`src/rtl/button_debouncer.sv`:
```
// Debouncer for already-synchronized push-button/switch inputs.
// A shared sample tick paces per-bit saturating counters; a bit is
// considered pressed once it has been seen high for PULSE_CNT_MAX
// consecutive sample ticks. A registered edge detector turns each new
// press into a single-cycle pulse.

module button_debouncer #(
   parameter int WIDTH          = 1,
   parameter int SAMPLE_CNT_MAX = 62500,
   parameter int PULSE_CNT_MAX  = 200
) (
   input  logic             clk,
   input  logic             rst,
   input  logic [WIDTH-1:0] glitchy_signal,
   output logic [WIDTH-1:0] debounced_signal,
   output logic [WIDTH-1:0] press_pulse
);

   localparam int SW = $clog2(SAMPLE_CNT_MAX);
   localparam int CW = $clog2(PULSE_CNT_MAX + 1);

   localparam logic [SW-1:0] SAMPLE_LAST = SW'(SAMPLE_CNT_MAX - 1);
   localparam logic [CW-1:0] PULSE_FULL  = CW'(PULSE_CNT_MAX);

   logic [SW-1:0]    sample_count;
   logic             sample_tick;
   logic [CW-1:0]    cnt [WIDTH];
   logic [WIDTH-1:0] prev;

   // Free-running sample counter shared by every bit; wraps each period.
   always_ff @(posedge clk or posedge rst) begin
      if (rst) begin
         sample_count <= '0;
      end else if (sample_count == SAMPLE_LAST) begin
         sample_count <= '0;
      end else begin
         sample_count <= sample_count + SW'(1);
      end
   end

   assign sample_tick = (sample_count == SAMPLE_LAST);

   // Per-bit saturating counters: any low sample restarts qualification,
   // which takes precedence over a coincident tick.
   always_ff @(posedge clk or posedge rst) begin
      if (rst) begin
         for (int i = 0; i < WIDTH; i++) begin
            cnt[i] <= '0;
         end
      end else begin
         for (int i = 0; i < WIDTH; i++) begin
            if (!glitchy_signal[i]) begin
               cnt[i] <= '0;
            end else if (sample_tick && (cnt[i] < PULSE_FULL)) begin
               cnt[i] <= cnt[i] + CW'(1);
            end
         end
      end
   end

   // Level output is a pure decode of the counter registers.
   always_comb begin
      debounced_signal = '0;
      for (int i = 0; i < WIDTH; i++) begin
         debounced_signal[i] = (cnt[i] == PULSE_FULL);
      end
   end

   // Remember last cycle's level so new presses can be spotted.
   always_ff @(posedge clk or posedge rst) begin
      if (rst) begin
         prev <= '0;
      end else begin
         prev <= debounced_signal;
      end
   end

   assign press_pulse = debounced_signal & ~prev;

endmodule

```
`config.mk`:
```
export PLATFORM = sky130hd
export DESIGN_NAME = button_debouncer
export DESIGN_NICKNAME = d
export VERILOG_FILES = /design/src/rtl/button_debouncer.sv
export SDC_FILE = /design/constraint.sdc
export NUM_CORES = 1
export LEC_CHECK = 0
export ABC_AREA = 1
export CORE_MARGIN = 1
export CORE_UTILIZATION = 63
export CTS_BUF_LIST = sky130_fd_sc_hd__clkbuf_4
export DETAILED_ROUTE_END_ITERATION = 12
export GPL_TIMING_DRIVEN = 0
export PLACE_DENSITY = 0.79
export SLEW_MARGIN = 10
export SYNTH_ARGS = -nofsm -noshare
export SYNTH_HDL_FRONTEND = slang
export SYNTH_SLANG_ARGS = --single-unit
```
`constraint.sdc`:
```
create_clock -name clk -period 1.4 [get_ports clk]
set_input_delay 0.14 -clock clk [delete_from_list [all_inputs] [get_ports clk]]
set_output_delay 0.14 -clock clk [all_outputs]
set_load 0.01 [all_outputs]
```
=== Word level (Yosys, flattened, before mapping) ===
Cells that the tools add are included.

* Bits in registers: 25
* Latch bits: 0
* RAM bits: 0
* ROM bits: 0
* Input bits: 3
* Output and inout bits: 2
* Logic and storage cells: 15
* Memories kept: 0

* Add/subtract/negate cells: 2
* Multiply operators: 0
* Divide/modulo/power cells: 0
* $lt $le $gt $ge: 1
* Equal/unequal tests: 3
* Shift operators: 0
* Muxes and demuxes: 3
* Bitwise operators: 2
* Reductions and logical operators: 1

{| class="wikitable"
|+ Operators with widths
! operator !! number
|-
| 16-bit by 1-bit adder with 16-bit output (second input constant) || 1
|-
| 16-bit equality test (second input constant) || 1
|-
| 16-bit two-way mux || 1
|-
| 8-bit two-way mux || 2
|-
| 8-bit by 1-bit adder with 8-bit output (second input constant) || 1
|-
| 8-bit equality test (second input constant) || 1
|-
| 8-bit < comparator (second input constant) || 1
|-
| 2-bit by 1-bit inequality test with 1-bit output (second input constant) || 1
|-
| 1-bit AND || 1
|-
| 1-bit logical AND || 1
|-
| 1-bit inverter || 1
|}

=== Depth between registers and ports, before layout ===
* Depth in word-level cells: 4
* Mapped depth: 9
* Depth with buffers taken out: 9

=== Worst setup path after synthesis ===
OpenSTA, ideal clock, no wires.

* Kind: register to register
* Start point: register sample_count[0]
* End point: register sample_count[10]
* Setup time: 0.122 ns
* Arrival time: 1.093 ns
* Setup slack: 0.185 ns
* Stages on the path, launching flop included: 9
* Path buffers: 0
* Cell sequence: dfrtp_1 ha_1 nand2_1 nor2_1 nand2_1 nor2_4 inv_1 o21ai_0 nor2_1

* Cells in the longest elaborated chain, start to end: 2
* Elaborated cells on any way between the ends: 3
* Those cells by class: 1 x add/sub; 1 x eq/ne; 1 x mux

{| class="wikitable"
|+ Ends and longest elaborated chain
! what !! line !! RTL
|-
| from (decl) || 25 || <nowiki>logic [SW-1:0] sample_count;</nowiki>
|-
| from (signal assigned) || 37 || <nowiki>sample_count <= sample_count + SW'(1);</nowiki>
|-
| 16-bit by 1-bit adder with 16-bit output / 16-bit equality test (equally long branches) || 37, 34 ||
|-
| 16-bit two-way mux * || 34 || <nowiki>end else if (sample_count == SAMPLE_LAST) begin</nowiki>
|}

Every way passes the cells marked *; elsewhere a longest branch is shown, timed or not.
A chain may end at the register's enable or synchronous reset.

=== Final worst setup path ===
* Start point: register cnt[0] (netlist name)
* End point: output press_pulse

* Cells in the longest elaborated chain, start to end: 2

{| class="wikitable"
|+ Ends and longest elaborated chain
! what !! line !! RTL
|-
| from (decl) || 27 || <nowiki>logic [CW-1:0] cnt [WIDTH];</nowiki>
|-
| from (signal, indexed assignment) || 55 || <nowiki>cnt[i] <= cnt[i] + CW'(1);</nowiki>
|-
| 8-bit equality test || 65 || <nowiki>debounced_signal[i] = (cnt[i] == PULSE_FULL);</nowiki>
|-
| 1-bit AND || 78 || <nowiki>assign press_pulse = debounced_signal & ~prev;</nowiki>
|-
| to (decl) || 16 || <nowiki>output logic [WIDTH-1:0] press_pulse</nowiki>
|}

Every way passes these cells.

==> metrics.csv <==
stage,metric,value,unit
finish,"commonest non-fill, non-tap cell in the layout",nand2_1,
synthesis,Netlist Area Pre-Place,1475,µm²
synthesis,"Seq/Total Area, Yosys",42.41,%
global_route,Overflow after GRT,0,
route,"wirelength, routed",3398,µm
clock_tree,clk root buf,clkbuf_4,
route,Avg WL per Cell,13.07,µm
route,Antenna Nets Post-Route,0,
synthesis,Synth Register Bits,25,
route,drt via density,5.315,
clock_tree,Worst-Skew Late Latency,0.32,ns
floorplan,Die Y,50.39,µm
critical_path,Startpoint Class,register,
timing,max_slew headroom,34.97,%
critical_path,nature of the critical path endpoint,primary output,
placed_design,RePlAce Congestion,0.9922,
timing,Final min period,1.477,ns
floorplan,DIE WIDTH,50.39,µm
power_and_ir_drop,maximum vdd drop,0.0005678,V
synthesis,Ys Warns,0,
synthesis,post-synth cell types,19,
placed_design,Area after DPL,1550,µm²
power_and_ir_drop,PD cells,618.7,nW/µm²
floorplan,initial core utilization,66.69,%
global_route,busiest grt layer,met2,
finish,synth-to-layout area growth,21.03,%
finish,layout cell share with drive strength beyond 1,25.00,%
power_and_ir_drop,LEAKAGE,0.0009415,µW
clock_tree,number of clock sinks,25,
global_route,first-pass GRT wire length,5278,µm
synthesis,adder-cell share of the synthesized area,2.545,%
critical_path,CP peak stage delay,0.43,ns
timing,"Worst Setup Slack, final",-0.07658,ns
global_route,initial antenna violation count,0,
route,drt pass-1 iters,5,
timing,Tightest Pin Transition,0.9744,ns
placed_design,DP Wirelength,2103,µm
finish,most frequent cells in the layout,"47 x nand2_1, 33 x inv_1, 28 x nor2_1",
route,Iter 0 DRT Violations,47,
global_route,vias in the first global route,1301,
timing,fin crit share,105.5,%
route,vias,1382,
route,DRC Markers,0,
flow_run,Max-Cap Viols,0,
timing,Fmax,0.6772,GHz
critical_path,CP cell instances,"inv_2, ha_4, nand2_4, nor3_2, buf_2",
synthesis,Mapped Cells,211,
floorplan,core area,2212,µm²
synthesis,Synth Area in Compound Gates,3.732,%
synthesis,Syn Nets,217,
clock_tree,worst-case clock buffer depth,2,
global_route,Tot GR Track Use,27.59,%
placed_design,IO Port Bufs,4,
floorplan,top-level I/O count,5,
critical_path,Worst Path Buf+Inv,2,
timing,"Hold Violations, Final",0,
critical_path,CP Class,register to primary output,
critical_path,"critical path fanouts, max",2,
critical_path,WP data arrival,1.34,ns
global_route,met3 global-route usage,3.939,%
clock_tree,H-tree lvl count,1,
worst_hold_path,Hold/Removal Path Class,input port to asynchronous set/reset pin,
global_route,M1 GR Usage,32.81,%
synthesis,main combinational cell family by area after synthesis,simple AND/OR/NAND/NOR gates,
critical_path,Crit-path slowest cell,dfrtp_1,
synthesis,Synth Area in Simple Gates,37.32,%
clock_tree,Num CTS Buffers,3,
synthesis,post-synthesis mux area share,0,%
run_status,run status,"complete, but fails checks",
clock_tree,"CTS clk-pin slew, worst paths",0.14,ns
power_and_ir_drop,Total Power,1105,µW
run_status,failing checks,negative setup slack,
timing,unrepaired setup endpoints after global routing,true,
timing,max-slew violation count,0,
clock_tree,CTS tree,yes,
global_route,pin count of the biggest net entering global routing,26,
synthesis,Synth Area per Inst,6.991,µm²
finish,Layout Nets,239,
finish,final instance area,1785,µm²
placed_design,Place WS,-0.1265,ns
floorplan,Cell Rows,17,
timing,clk_skew,0.0007729,ns
global_route,M2 GR Usage,50.89,%
finish,Layout fillers,138,
critical_path,"CP delay by family, top",flip-flops,
synthesis,Synth Area in XOR/XNOR,3.562,%
critical_path,CP required,1.26,ns
floorplan,full die area,2539,µm²
finish,n_diodes,0,
timing,count of final setup violators,2,
per-stage QoR:
step	utilization [%]	hold WS [ns]	cells	TNS [ns]
3_3_place_gp	70.08	0.4466	243	-0.2341
3_5_place_dp	70.08	0.4607	243	-0.2421
5_1_grt	80.71	0.4587	260	-0.4223
4_1_cts	75.06	0.3460	256	-0.01882
6_report	80.71	0.3440	260	-0.1105
2_1_floorplan	-	0.1673	211	0
cell families (layout without fill, tap and decap cells):
group,count (synthesis),count (layout)
simple gates,126,126
buf+inv,41,62
flops,25,25
compound gates,10,10
xor+xnor,6,6
fa+ha+maj,3,3
power by group:
| group | switching, µW | internal (µW) |
|---|---|---|
| registers | 0.0000832 | 722 |
| clock network | 222 | 131 |
| logic | 23.2 | 6.66 |
| total | 245 | 860 |
sequential cells by signal, indices dropped and copies added, names as in the netlist:
register,flops
cnt,8
prev,1
sample_count,16
per-layer routing:
layer / vias to the layer above / part of all wire (%)
met5: - / 0
met4: 0 / 1.1
met3: 8 / 4.0
met2: 47 / 54
met1: 639 / 41
li1: 688 / -
cell usage after synthesis (all sizes together):
| master | number | area (µm²) |
|---|---|---|
| nand3 | 18 | 95.09 |
| o21ai | 5 | 25.02 |
| ha | 3 | 37.54 |
| o21bai | 2 | 15.01 |
| buf | 1 | 3.750 |
| clkinv | 1 | 3.750 |
| xor2 | 6 | 52.55 |
| dfrtp | 25 | 625.6 |
| inv | 39 | 146.4 |
| a21oi | 3 | 15.01 |
| nand2 | 59 | 229.0 |
| nand4 | 4 | 25.02 |
| nor3 | 4 | 20.02 |
| nor2 | 41 | 181.4 |
cell type report:
cell class	count	area [µm²]	area share, %
multi-input combinational	145	798.3	44.71
sequential	25	628.1	35.18
inverter	40	150.1	8.409
timing repair buffer	17	140.1	7.849
tap	28	35.03	1.962
clock buffer	4	30.03	1.682
buffer	1	3.754	0.2102
repair_timing:
item | CTS | global route
resized for setup | 15 | 29
buffers inserted | 9 | 4
setup endpoints to repair | 3 | 17
pin swaps | 6 | 15
hold buffers | 0 | 0
endpoints found under the hold margin | 0 | 0
path summary, 6_finish.rpt:
check | start | to | slack [ns] | cells after the start
worst max-delay path | cnt[0] | press_pulse | -0.08 | 5
worst min-delay path | rst | sample_count[4] | 0.34 | 2
worst max register to register | sample_count[1] | cnt[0] | 0.03 | 8
worst min register to register | sample_count[0] | sample_count[0] | 0.51 | 1
max in group asynchronous | rst | sample_count[6] | 0.41 | 2
min in group clk | sample_count[0] | sample_count[0] | 0.51 | 1
No activity file was read; power rests on OpenSTA's default activity.
